--- config.mk ---
export PLATFORM = sky130hd
export DESIGN_NAME = control_unit
export DESIGN_NICKNAME = d
export VERILOG_FILES = /design/src/rtl/control_unit.sv
export SDC_FILE = /design/constraint.sdc
export NUM_CORES = 1
export LEC_CHECK = 0
export ABC_AREA = 1
export BUFFER_PORTS_ARGS = -buffer_cell sky130_fd_sc_hd__buf_4
export CAP_MARGIN = 10
export CORE_AREA = 5 5 42 44
export DETAILED_ROUTE_END_ITERATION = 8
export DIE_AREA = 0 0 47 49
export PLACE_DENSITY = 0.84
export SYNTH_ARGS = -nofsm -noshare
export SYNTH_HDL_FRONTEND = slang
export SYNTH_SLANG_ARGS = --single-unit
--- constraint.sdc ---
create_clock -name vclk -period 2.5
set_clock_uncertainty 0.2 [all_clocks]
set_input_delay 0.25 -clock vclk [all_inputs]
set_output_delay 0.25 -clock vclk [all_outputs]
set_load 0.02 [all_outputs]
--- src/rtl/control_unit.sv ---
// control_unit: main decode/control unit of the 5-stage RV32I pipeline (decode stage).
// Maps the pre-decoded instruction identifier to the datapath control signals.
//
// Packages (kept in this file so the block stays self-contained):
//   opcodes_pkg       - opcode_out_t, the pre-decoded instruction identifier
//   control_types_pkg - enums for every multi-bit control output
//
// Parameters:
//   REGISTER_OUT  0: outputs follow opcode_in combinationally
//                 1: outputs registered on clk (one-cycle latency)
// Ports:
//   clk                in   clock (outputs only depend on it when REGISTER_OUT=1)
//   rst                in   synchronous active-high reset; forces NOP decode
//   opcode_in          in   decoded instruction identifier
//   reg_do_write_ctrl  out  register-file write enable
//   mem_do_write_ctrl  out  data-memory write enable
//   mem_do_read_ctrl   out  data-memory read enable
//   do_branch          out  conditional branch instruction
//   do_jump            out  unconditional jump (JAL/JALR)
//   comp_ctrl          out  branch comparator op
//   reg_wr_src_ctrl    out  write-back mux select
//   alu_op1_ctrl       out  ALU operand 1 select
//   alu_op2_ctrl       out  ALU operand 2 select
//   alu_ctrl           out  ALU operation
//   mem_ctrl           out  memory access size/sign

package opcodes_pkg;
    typedef enum logic [5:0] {
        OP_NOP = 6'd0,
        OP_ADD, OP_SUB, OP_SLL, OP_SLT, OP_SLTU, OP_XOR, OP_SRL, OP_SRA, OP_OR, OP_AND,
        OP_ADDI, OP_SLTI, OP_SLTIU, OP_XORI, OP_ORI, OP_ANDI, OP_SLLI, OP_SRLI, OP_SRAI,
        OP_LB, OP_LH, OP_LW, OP_LBU, OP_LHU,
        OP_SB, OP_SH, OP_SW,
        OP_BEQ, OP_BNE, OP_BLT, OP_BGE, OP_BLTU, OP_BGEU,
        OP_JAL, OP_JALR,
        OP_LUI, OP_AUIPC
    } opcode_out_t;
endpackage

package control_types_pkg;
    typedef enum logic [2:0] {
        BR_NOP, BR_EQ, BR_NE, BR_LT, BR_GE, BR_LTU, BR_GEU
    } comp_op_t;

    typedef enum logic [1:0] {
        WRSRC_ALURES, WRSRC_MEMREAD, WRSRC_PC4
    } reg_wr_src_t;

    typedef enum logic {
        SRC1_REG1, SRC1_PC
    } alu_src1_t;

    typedef enum logic {
        SRC2_REG2, SRC2_IMM
    } alu_src2_t;

    typedef enum logic [3:0] {
        ALU_NOP, ALU_ADD, ALU_SUB, ALU_SLL, ALU_SLT, ALU_SLTU,
        ALU_XOR, ALU_SRL, ALU_SRA, ALU_OR, ALU_AND, ALU_LUI
    } alu_op_t;

    typedef enum logic [3:0] {
        MEM_NOP, MEM_LB, MEM_LH, MEM_LW, MEM_LBU, MEM_LHU, MEM_SB, MEM_SH, MEM_SW
    } mem_ctrl_t;
endpackage

module control_unit
    import opcodes_pkg::*;
    import control_types_pkg::*;
#(
    parameter int unsigned REGISTER_OUT = 0
) (
    input  logic        clk,
    input  logic        rst,
    input  opcode_out_t opcode_in,
    output logic        reg_do_write_ctrl,
    output logic        mem_do_write_ctrl,
    output logic        mem_do_read_ctrl,
    output logic        do_branch,
    output logic        do_jump,
    output comp_op_t    comp_ctrl,
    output reg_wr_src_t reg_wr_src_ctrl,
    output alu_src1_t   alu_op1_ctrl,
    output alu_src2_t   alu_op2_ctrl,
    output alu_op_t     alu_ctrl,
    output mem_ctrl_t   mem_ctrl
);

    typedef struct packed {
        logic        reg_wr;
        logic        mem_wr;
        logic        mem_rd;
        logic        branch;
        logic        jump;
        comp_op_t    comp;
        reg_wr_src_t wr_src;
        alu_src1_t   src1;
        alu_src2_t   src2;
        alu_op_t     alu;
        mem_ctrl_t   mem;
    } ctrl_t;

    localparam ctrl_t NOP_DECODE = '{
        reg_wr: 1'b0, mem_wr: 1'b0, mem_rd: 1'b0, branch: 1'b0, jump: 1'b0,
        comp: BR_NOP, wr_src: WRSRC_ALURES, src1: SRC1_REG1, src2: SRC2_REG2,
        alu: ALU_NOP, mem: MEM_NOP
    };

    alu_op_t   base_alu;
    mem_ctrl_t base_mem;
    comp_op_t  base_comp;
    ctrl_t     ctrl_d;
    ctrl_t     ctrl_q;
    ctrl_t     ctrl_out;

    // Per-instruction sub-fields, shared by the class decode below so that
    // R-type and I-type variants of the same operation map to one ALU op.
    always_comb begin
        base_alu  = ALU_NOP;
        base_mem  = MEM_NOP;
        base_comp = BR_NOP;
        case (opcode_in)
            OP_ADD,  OP_ADDI:  base_alu = ALU_ADD;
            OP_SUB:            base_alu = ALU_SUB;
            OP_SLL,  OP_SLLI:  base_alu = ALU_SLL;
            OP_SLT,  OP_SLTI:  base_alu = ALU_SLT;
            OP_SLTU, OP_SLTIU: base_alu = ALU_SLTU;
            OP_XOR,  OP_XORI:  base_alu = ALU_XOR;
            OP_SRL,  OP_SRLI:  base_alu = ALU_SRL;
            OP_SRA,  OP_SRAI:  base_alu = ALU_SRA;
            OP_OR,   OP_ORI:   base_alu = ALU_OR;
            OP_AND,  OP_ANDI:  base_alu = ALU_AND;
            OP_LB:             base_mem = MEM_LB;
            OP_LH:             base_mem = MEM_LH;
            OP_LW:             base_mem = MEM_LW;
            OP_LBU:            base_mem = MEM_LBU;
            OP_LHU:            base_mem = MEM_LHU;
            OP_SB:             base_mem = MEM_SB;
            OP_SH:             base_mem = MEM_SH;
            OP_SW:             base_mem = MEM_SW;
            OP_BEQ:            base_comp = BR_EQ;
            OP_BNE:            base_comp = BR_NE;
            OP_BLT:            base_comp = BR_LT;
            OP_BGE:            base_comp = BR_GE;
            OP_BLTU:           base_comp = BR_LTU;
            OP_BGEU:           base_comp = BR_GEU;
            default: ;
        endcase
    end

    // Class decode; anything not listed (including illegal encodings) stays NOP.
    always_comb begin
        ctrl_d = NOP_DECODE;
        case (opcode_in)
            OP_ADD, OP_SUB, OP_SLL, OP_SLT, OP_SLTU,
            OP_XOR, OP_SRL, OP_SRA, OP_OR, OP_AND: begin
                ctrl_d.reg_wr = 1'b1;
                ctrl_d.src2   = SRC2_REG2;
                ctrl_d.alu    = base_alu;
            end
            OP_ADDI, OP_SLTI, OP_SLTIU, OP_XORI, OP_ORI,
            OP_ANDI, OP_SLLI, OP_SRLI, OP_SRAI: begin
                ctrl_d.reg_wr = 1'b1;
                ctrl_d.src2   = SRC2_IMM;
                ctrl_d.alu    = base_alu;
            end
            OP_LB, OP_LH, OP_LW, OP_LBU, OP_LHU: begin
                ctrl_d.reg_wr = 1'b1;
                ctrl_d.mem_rd = 1'b1;
                ctrl_d.wr_src = WRSRC_MEMREAD;
                ctrl_d.src2   = SRC2_IMM;
                ctrl_d.alu    = ALU_ADD;
                ctrl_d.mem    = base_mem;
            end
            OP_SB, OP_SH, OP_SW: begin
                ctrl_d.mem_wr = 1'b1;
                ctrl_d.src2   = SRC2_IMM;
                ctrl_d.alu    = ALU_ADD;
                ctrl_d.mem    = base_mem;
            end
            OP_BEQ, OP_BNE, OP_BLT, OP_BGE, OP_BLTU, OP_BGEU: begin
                // ALU forms the branch target; the comparator decides taken.
                ctrl_d.branch = 1'b1;
                ctrl_d.comp   = base_comp;
                ctrl_d.src1   = SRC1_PC;
                ctrl_d.src2   = SRC2_IMM;
                ctrl_d.alu    = ALU_ADD;
            end
            OP_JAL: begin
                ctrl_d.reg_wr = 1'b1;
                ctrl_d.jump   = 1'b1;
                ctrl_d.wr_src = WRSRC_PC4;
                ctrl_d.src1   = SRC1_PC;
                ctrl_d.src2   = SRC2_IMM;
                ctrl_d.alu    = ALU_ADD;
            end
            OP_JALR: begin
                ctrl_d.reg_wr = 1'b1;
                ctrl_d.jump   = 1'b1;
                ctrl_d.wr_src = WRSRC_PC4;
                ctrl_d.src1   = SRC1_REG1;
                ctrl_d.src2   = SRC2_IMM;
                ctrl_d.alu    = ALU_ADD;
            end
            OP_LUI: begin
                ctrl_d.reg_wr = 1'b1;
                ctrl_d.src2   = SRC2_IMM;
                ctrl_d.alu    = ALU_LUI;
            end
            OP_AUIPC: begin
                ctrl_d.reg_wr = 1'b1;
                ctrl_d.src1   = SRC1_PC;
                ctrl_d.src2   = SRC2_IMM;
                ctrl_d.alu    = ALU_ADD;
            end
            default: ;
        endcase
    end

    always_ff @(posedge clk) begin
        if (rst) begin
            ctrl_q <= NOP_DECODE;
        end else begin
            ctrl_q <= ctrl_d;
        end
    end

    // The register always exists; with REGISTER_OUT=0 it is simply unobserved
    // and removed by synthesis.
    always_comb begin
        if (REGISTER_OUT != 0) begin
            ctrl_out = ctrl_q;
        end else if (rst) begin
            ctrl_out = NOP_DECODE;
        end else begin
            ctrl_out = ctrl_d;
        end
    end

    assign reg_do_write_ctrl = ctrl_out.reg_wr;
    assign mem_do_write_ctrl = ctrl_out.mem_wr;
    assign mem_do_read_ctrl  = ctrl_out.mem_rd;
    assign do_branch         = ctrl_out.branch;
    assign do_jump           = ctrl_out.jump;
    assign comp_ctrl         = ctrl_out.comp;
    assign reg_wr_src_ctrl   = ctrl_out.wr_src;
    assign alu_op1_ctrl      = ctrl_out.src1;
    assign alu_op2_ctrl      = ctrl_out.src2;
    assign alu_ctrl          = ctrl_out.alu;
    assign mem_ctrl          = ctrl_out.mem;

endmodule

=== Word-level counts from Yosys, hierarchy flattened ===
Index checks and enable logic that the tools add are counted.

* Reduce and logical (&&, ||, !) cells: 19
* Muxes and demuxes: 14
* Eq/ne operators: 37

{| class="wikitable"
|+ Operator list
! kind !! count
|-
| 6-bit by 5-bit == test with 1-bit output, second input constant || 16
|-
| 6-bit by 4-bit == test with 1-bit output, second input constant || 8
|-
| 4-bit case mux with 10 select lines || 1
|-
| 6-bit == test, second input constant || 6
|-
| 4-bit case mux with 8 select lines || 1
|-
| 28-bit OR reduction || 1
|-
| 6-bit by 3-bit == test with 1-bit output, second input constant || 4
|-
| 20-bit 2-to-1 mux || 1
|-
| 5-bit case mux with 4 select lines || 1
|-
| 2-bit OR reduction || 10
|-
| 3-bit case mux with 6 select lines || 1
|-
| 17-bit OR reduction || 1
|-
| 8-bit OR reduction || 2
|-
| 6-bit by 2-bit == test with 1-bit output, second input constant || 2
|-
| 10-bit OR reduction || 1
|-
| 9-bit OR reduction || 1
|-
| 6-bit by 1-bit == test with 1-bit output, second input constant || 1
|-
| 1-bit 2-to-1 mux || 6
|-
| 6-bit OR reduction || 1
|-
| 5-bit OR reduction || 1
|-
| 4-bit 2-to-1 mux || 1
|-
| 2-bit case mux with 2 select lines || 1
|-
| 3-bit 2-to-1 mux || 1
|-
| 3-bit OR reduction || 1
|}

* Output and inout port bits: 20
* Bits in registers: 0
* Word-level logic and storage cells: 70
* Input port bits: 8

=== Logic depth before layout (Yosys ltp) ===
Gate-level depths: netlist of the first run.

* Depth in word-level cells: 5
* Depth in mapped cells: 9
* Gate-level depth less buffers: 9

=== Worst setup path before layout of the first run ===
No wires, ideal clock.

* Kind: input -> output
* Start point: input port opcode_in[4]
* End point: output port mem_ctrl[0]
* Cell stages on the path: 7
* Slack: 0.723 ns
* Buffers on the path: 1
* Arrival: 1.327 ns
* Cells stage by stage: inv_1 > nor2_2 > buf_6 > nand3_1 > a31oi_2 > nor2_1 > nor2_1

* Longest elaborated chain between the ends: 4
* Elaborated cells between the ends (all ways): 12
* Those cells by class: eq/ne (8); mux (3); reduce/logical (1)

{| class="wikitable"
|+ RTL lines
! what !! RTL line !! text
|-
| start: declaration || 75 || <nowiki>input opcode_out_t opcode_in,</nowiki>
|-
| 6-bit by 5-bit == test with 1-bit output || 122, 154 ||
|-
| 4-bit case mux with 8 select lines or 8-bit OR reduction (tied branches) || - ||
|-
| 4-bit 2-to-1 mux (*) || 154 || <nowiki>case (opcode_in)</nowiki>
|-
| 20-bit 2-to-1 mux (*) || - ||
|-
| end: declaration || 86 || <nowiki>output mem_ctrl_t mem_ctrl</nowiki>
|}

Every way passes the cells marked *; elsewhere a longest branch is shown, timed or not.

=== Final worst setup path of the first run ===
* Start point: input port opcode_in[4]
* End point: output port alu_op2_ctrl

* Longest elaborated chain between the ends: 4
* Elaborated cells between the ends (all ways): 42
* Those cells by class: eq/ne (37); mux (2); reduce/logical (3)

{| class="wikitable"
|+ RTL lines
! what !! RTL line !! text
|-
| 6-bit == test (tied with other cells) || 154 ||
|-
| 17-bit OR reduction (no line) (tied with other cells) || - ||
|-
| 5-bit case mux with 4 select lines (*) || 154 ||
|-
| 20-bit 2-to-1 mux (*) || - ||
|-
| end: declaration || 84 || <nowiki>output alu_src2_t alu_op2_ctrl,</nowiki>
|}

Marks and branches as above.

==> impl_metrics.tcl, run 1 <==
set metrics [dict create \
    status "completed" \
    slew_headroom_pct 68.03 \
    cts_hold_buf 0 \
    grt.total_usage_pct 20.35 \
    finalSetupViolations 0 \
    path_class "in2out" \
    coreArea_sq_um 1401 \
    crit_required_ns 2.05 \
    syn_nets 156 \
    ys_seq_area_share_pct 0 \
    hp-start "rst" \
    area_delta_synth_final_pct 28.09 \
    stdcell_count 188 \
    synth_area_sq_um 708.2 \
    layout-drive-gt1-share_pct 25.00 \
    grt_pass1_wl_mm 3.774 \
    sw_frac_of_total_pct 64.76 \
    placed_area_sq_um 907.1 \
    cp_max_fo 13 \
    fin_ws_ns 0.4297 \
    antenna_cells 0 \
    gr-total-overflow 0 \
    p_seq_share_pct 0 \
    initial_core_util_pct 50.54 \
    crit_start "opcode_in[4]" \
    seq_area_sq_um 0 \
    dp_hpwl_mm 1.826 \
    whs_endpoint "comp_ctrl[1]" \
    drc 0 \
    portBuffers 27 \
    switching_power_mw 0.08200 \
    wl_per_cell_um 11.65 \
    synth_cell_type_count 21 \
    ys_top_cells_by_count "39 x nand2_1, 30 x nor2_1, 29 x nand3_1, 15 x inv_1" \
    routed_via_density 5.351 \
    crit_arrival_ns 1.62 \
    seq_cells 0 \
    syn_avg_cell_area_sq_um 4.785 \
    first_pass_iters 4 \
    p_comb_share_pct 100.0 \
    synth_top_area_share_pct 20.67 \
    post_cts_buffers 0 \
    synth_top_area_cell "nand2_1" \
    grt_max_degree 15 \
    drtAntennaViolNets 0 \
    fin_crit_sh_pct 82.81 \
    grt_antenna_before_repair 0 \
    num_io_pins 28 \
    cts_resized 0 \
    worstMarginPinSlew_ns 0.4791 \
    fin_setup_tns_ns 0 \
    fmax_mhz 483.0 \
    maxCapViolations 0 \
    cellPowerDensity_nw_per_um2 139.6 \
    drt_wl_total_mm 2.191 \
    nNetsFinal 182 \
    first_global_vias 920 \
    syn_inst 148 \
    die-area_sq_um 2303 \
    stdcell_area_sq_um 907.1 \
    netlist_top_cells_area "nand2_1 21%, nand3_1 20%, nor2_1 16%" \
    yosysMostFrequentCell "nand2_1" \
    n_clock_buffer 0 \
    gp_congestion 0.9036 \
    dp_slack_ns 0.4783 \
    worstSetupEndpointType "output pin" \
    dp.cells 188 \
    rsz0062_at_grt "false" \
    hold_path.class "in2out" \
    rows 14 \
    fp.dieW_um 47 \
    finalHoldViolations 0 \
    power_frac_clock_pct 0 \
    ir_drop_mv 0.1111 \
    vias 1006 \
    maxSlewViolCount 0 \
    internal-power_mw 0.04463 \
    layout_min_cycle_time_ns 2.070 \
    critPathLaunchType "input port" \
    hold-path-cell-count 3 \
    drt_iter0_markers 44 \
    synth_warnings 0 \
    die_h_um 49 \
    p_leak_nw 0.5737 \
]
area by class of cell:
class,instances,area (sq um)
multi-input cells,127,609.3
repair buffers,29,217.7
fillers,144,494.2
well taps,16,20.02
inverters,16,60.06
per-layer routing:
metal / vias to the layer above / GRT usage [%] / part of all wire [%]
li1: 530 / - / -
met1: 452 / 28.91 / 43
met2: 24 / 34.39 / 51
met3: 0 / 0 / 5.3
met4: 0 / 2.304 / 0
met5: - / 0 / 0
power by group through the flow:
stage / clock [mW] / combinational, mW / sequential, mW
3_3_place_gp: 0 / 0.124 / 0
2_1_floorplan: 0 / 0.0821 / 0
6_report: 0 / 0.127 / 0
5_1_grt: 0 / 0.140 / 0
4_1_cts: 0 / 0.126 / 0
3_5_place_dp: 0 / 0.125 / 0
worst max-delay path, stage by stage:
cell	delay (ns)
buf_4	0.11
inv_1	0.05
nor2_2	0.37
inv_1	0.14
nor2_1	0.23
nor2_1	0.11
nand3_2	0.10
nor2_1	0.04
nor2_1	0.08
buf_4	0.14
placed cells by master, fill, tap and decap left out, drive strengths merged:
| cell type | n |
|---|---|
| a21oi | 6 |
| a31oi | 1 |
| nand4 | 3 |
| nor3 | 3 |
| nand3b | 1 |
| o21a | 1 |
| nand2 | 39 |
| o21ai | 2 |
| inv | 16 |
| o311ai | 1 |
| nand3 | 31 |
| nor2 | 39 |
| buf | 29 |
kinds of logic after synthesis:
logic type / share of synthesized area, %
AOI/OAI and AO/OA: 10.25
and+or+nand+nor: 75.80
buffers and inverters: 13.96
how the worst max path moves through the flow:
stage                               to  slack [ns]  depth (start not counted)
after floorplan            mem_ctrl[0]        0.72                          7
after global placement     alu_ctrl[0]        0.52                         10
after detailed placement   mem_ctrl[0]        0.48                         10
after CTS                  mem_ctrl[0]        0.47                         10
after global routing      comp_ctrl[2]        0.29                          8
final                     alu_op2_ctrl        0.43                         10
metrics by stage:
| step | total power, mW | util (%) | hold slack [ns] |
|---|---|---|---|
| after global placement | 0.1244 | 64.73 | 0.6783 |
| after global routing | 0.1397 | 64.73 | 0.7085 |
| after floorplan | 0.08205 | - | 0.3546 |
| after detailed placement | 0.1255 | 64.73 | 0.6820 |
| final | 0.1266 | 64.73 | 0.6877 |
| after CTS | 0.1259 | 64.73 | 0.6853 |
Power figures use the tool's default switching activity.
==> run 2: changes to the inputs <==
--- a/config.mk
+++ b/config.mk
@@ -8,10 +8,10 @@
 export ABC_AREA = 1
 export BUFFER_PORTS_ARGS = -buffer_cell sky130_fd_sc_hd__buf_4
 export CAP_MARGIN = 10
-export CORE_AREA = 5 5 42 44
+export CORE_MARGIN = 5
+export CORE_UTILIZATION = 52
 export DETAILED_ROUTE_END_ITERATION = 8
-export DIE_AREA = 0 0 47 49
-export PLACE_DENSITY = 0.84
+export PLACE_DENSITY = 0.83
 export SYNTH_ARGS = -nofsm -noshare
 export SYNTH_HDL_FRONTEND = slang
 export SYNTH_SLANG_ARGS = --single-unit
==> constraint.sdc (replaced) <==
create_clock -name vclk -period 2
set_clock_uncertainty 0.2 [all_clocks]
set_input_delay 0.2 -clock vclk [all_inputs]
set_output_delay 0.2 -clock vclk [all_outputs]
set_load 0.02 [all_outputs]
==> impl_metrics.tcl, run 2 (synthesis gave the netlist of run 1 again) <==
set metrics [dict create \
    drt_iter0_markers 64 \
    maxCapViolations 0 \
    portBuffers 27 \
    cellPowerDensity_nw_per_um2 175.1 \
    fmax_mhz 570.8 \
    drt_wl_total_mm 2.219 \
    nNetsFinal 184 \
    finalHoldViolations 0 \
    fp.dieW_um 46.91 \
    fin_util_pct 70.77 \
    grt_max_degree 15 \
    post_cts_buffers 0 \
    worstSetupEndpointType "output pin" \
    n_clock_buffer 0 \
    dp_hpwl_mm 1.828 \
    status "completed" \
    stdcell_count 189 \
    dp.cells 189 \
    layout_min_cycle_time_ns 1.752 \
    seq_area_sq_um 0 \
    cts_resized 0 \
    stdcell_area_sq_um 920.9 \
    gp_congestion 0.9014 \
    grt_antenna_before_repair 0 \
    vias 1020 \
    cp_max_fo 8 \
    slew_headroom_pct 75.11 \
    mostFrequentLayoutCell "nand2_1" \
    placed_area_sq_um 920.9 \
    holdWs_ns 0.5846 \
    layout_common_cells "39 x nand2_1, 31 x buf_4, 30 x nor2_1" \
    wl_per_cell_um 11.74 \
    fin_setup_tns_ns 0 \
    gr-total-overflow 0 \
    ir_drop_mv 0.1143 \
    antenna_cells 0 \
    first_global_vias 838 \
    crit_arrival_ns 1.35 \
    routed_via_density 5.397 \
    rows 13 \
    cts_hold_buf 0 \
    crit_path_max_incr_delay_ns 0.19 \
    critPathSlowestCell "nor2_1" \
    grt.total_usage_pct 20.83 \
    grt_util_met2_pct 36.04 \
    grt_pass1_wl_mm 3.498 \
    path_class "in2out" \
    drc 0 \
    die_h_um 46.91 \
    first_pass_iters 4 \
    hold_path.class "in2out" \
    power_mw 0.1613 \
    layout-drive-gt1-share_pct 25.86 \
    fin_ws_ns 0.2482 \
    gr-usage-met1_pct 29.89 \
    cp_cell_sequence "buf_4 -> inv_1 -> nor2_2 -> buf_4 -> nand3_1 -> nand2_1 -> nor2_1 -> nand3_2 -> nor2_1 -> nor2_1 -> buf_4" \
    area_delta_synth_final_pct 30.04 \
    die-area_sq_um 2200 \
    num_io_pins 28 \
    fillCellCount 128 \
    worstMarginPinSlew_ns 0.3705 \
    p_leak_nw 0.5840 \
    maxSlewViolCount 0 \
    critPathLaunchType "input port" \
    drtAntennaViolNets 0 \
    initial_core_util_pct 54.42 \
    crit_required_ns 1.60 \
    grt_busiest_layer "met2" \
    groute.layer.met3.usage_pct 0 \
    coreArea_sq_um 1301 \
    fin_crit_sh_pct 87.59 \
    dp_slack_ns 0.2471 \
    finalSetupViolations 0 \
    rsz0062_at_grt "false" \
    seq_cells 0 \
]
-- run 2: changes by cell type in the layout (fill, tap and decap cells not counted) --
cell   delta
buf_4     +2
-- run 2: worst paths after layout --
kind,cells after the start,slack [ns],to,start
setup / recovery,11,0.25,alu_op2_ctrl,opcode_in[4]
hold / removal,3,0.58,comp_ctrl[1],rst
-- run 2: final cells by class --
| type | count | area [sq um] | area share (%) |
|---|---|---|---|
| multi-input combinational | 127 | 609.3 | 66.17 |
| timing repair buffer | 31 | 232.7 | 25.27 |
| inverter | 16 | 60.06 | 6.522 |
| tap | 15 | 18.77 | 2.038 |
-- run 2: where the power goes --
group	internal, mW	total (mW)	switching, mW
Combinational	0.0583	0.161	0.103
Sequential	0	0	0
Clock	0	0	0
Total	0.0583	0.161	0.103
-- run 2: worst max-delay path: cells and delay by family --
family	cells	cell delay (ns)
AND/OR/NAND/NOR	7	0.66
buffers and inverters	4	0.49
-- run 2: routing by layer --
layer  vias up  wire, um
li1        534         -
met1       436       966
met2        48      1074
met3         2       173
met5         -         0
met4         0         5
==> run 3: changes to the inputs <==
==> constraint.sdc (replaced) <==
create_clock -name vclk -period 2
set_clock_uncertainty 0.2 [all_clocks]
set_input_delay 0.2 -clock vclk [all_inputs]
set_output_delay 0.2 -clock vclk [all_outputs]
set_load 0.005 [all_outputs]
==> impl_metrics.tcl, run 3 (synthesis gave the netlist of run 1 again) <==
set metrics [dict create \
    worst_path_dominant_cell_family "simple AND/OR/NAND/NOR gates" \
    critPathLaunchType "input port" \
    gp_congestion 0.9269 \
    n_clock_buffer 0 \
    dp.cells 188 \
    post_cts_buffers 0 \
    dp_hpwl_mm 1.856 \
    sw_frac_of_total_pct 60.82 \
    path_buf_inv 4 \
    stdcell_count 188 \
    maxSlewViolCount 0 \
    drt_wl_total_mm 2.234 \
    fin_crit_sh_pct 88.16 \
    seq_cells 0 \
    switching_power_mw 0.08721 \
    path_class "in2out" \
    drt_iter0_markers 31 \
    nNetsFinal 183 \
    p_comb_share_pct 100.0 \
    crit_start "opcode_in[4]" \
    power_frac_clock_pct 0 \
    layout_min_cycle_time_ns 1.763 \
    initial_core_util_pct 54.42 \
    p_leak_nw 0.5788 \
    gr-total-overflow 0 \
    vias 1020 \
    fillCellCount 145 \
    maxCapViolations 0 \
    num_io_pins 28 \
    layout_common_cells "39 x nand2_1, 30 x nor2_1, 30 x buf_4" \
    first_global_vias 879 \
    drtAntennaViolNets 0 \
    mostFrequentLayoutCell "nand2_1" \
    grt_antenna_before_repair 0 \
    grt_util_met2_pct 39.30 \
    power_mw 0.1434 \
    drc 0 \
    ir_drop_mv 0.1304 \
    cellPowerDensity_nw_per_um2 157.0 \
    status "completed" \
    grt_max_degree 15 \
    wl_per_cell_um 11.88 \
    cp.depth 11 \
    slew_headroom_pct 75.28 \
    first_pass_iters 4 \
    rsz0062_at_grt "false" \
    fin_util_pct 70.19 \
    fmax_mhz 567.1 \
    endpoint "alu_op2_ctrl" \
    grt_pass1_wl_mm 3.746 \
    fp.dieW_um 46.91 \
    area_delta_synth_final_pct 28.98 \
    critPathSlowestCell "nor2_1" \
    finalSetupViolations 0 \
    rows 13 \
    groute.layer.met3.usage_pct 1.533 \
    gr-usage-met1_pct 30.56 \
    grt.total_usage_pct 22.22 \
    die-area_sq_um 2200 \
    layout-drive-gt1-share_pct 25.43 \
    routed_via_density 5.426 \
    seq_area_sq_um 0 \
    cp_cell_sequence "buf_4 -> inv_1 -> nor2_2 -> buf_4 -> nand3_1 -> nand2_1 -> nor2_1 -> nand3_2 -> nor2_1 -> nor2_1 -> buf_4" \
    antenna_cells 0 \
    cts_hold_buf 0 \
    grt_busiest_layer "met2" \
    cp_max_fo 13 \
    cts_resized 0 \
    die_h_um 46.91 \
    worstMarginPinSlew_ns 0.3680 \
    crit_arrival_ns 1.36 \
    crit_path_max_incr_delay_ns 0.20 \
    portBuffers 27 \
    finalHoldViolations 0 \
    crit_required_ns 1.60 \
    worstSetupEndpointType "output pin" \
    p_seq_share_pct 0 \
    holdWs_ns 0.5575 \
    hold_path.class "in2out" \
    fin_setup_tns_ns 0 \
    coreArea_sq_um 1301 \
    internal-power_mw 0.05619 \
]
-- run 3: layout make-up --
type	instances	area (sq um)	area share [%]
Inverter	16	60.06	6.575
Multi-Input combinational cell	127	609.3	66.71
Tap cell	15	18.77	2.055
Timing Repair Buffer	30	225.2	24.66
-- run 3: worst min-delay path by stage --
stage / from / endpoint / slack (ns) / cells after the start
global placement: rst / do_jump / 0.55 / 3
detailed placement: rst / comp_ctrl[1] / 0.56 / 3
finish: rst / comp_ctrl[1] / 0.56 / 3
CTS: rst / comp_ctrl[1] / 0.56 / 3
global route: rst / reg_do_write_ctrl / 0.58 / 3
floorplan: rst / reg_wr_src_ctrl[1] / 0.23 / 1
-- run 3: power by group through the flow --
stage	logic, mW	registers (mW)	clock network [mW]
after detailed placement	0.142	0	0
after global placement	0.140	0	0
final	0.143	0	0
after CTS	0.143	0	0
after global routing	0.160	0	0
after floorplan	0.0865	0	0
-- run 3: through the flow --
stage,setup slack (ns),area [sq um]
final,0.2368,913.4
after global routing,0.1132,913.4
after CTS,0.2460,913.4
after detailed placement,0.2513,913.4
after global placement,0.2819,913.4
after floorplan,0.5980,708.2
-- run 3: metal layers --
metal,vias to the layer above,share of wire [%]
li1,533,-
met1,437,43
met2,50,49
met3,0,8.6
met4,0,0
met5,-,0
-- run 3: tightest hold or removal path, cell delays in order --
cell and delay (ns):
buf_4 0.17, a21oi_1 0.06, buf_4 0.13
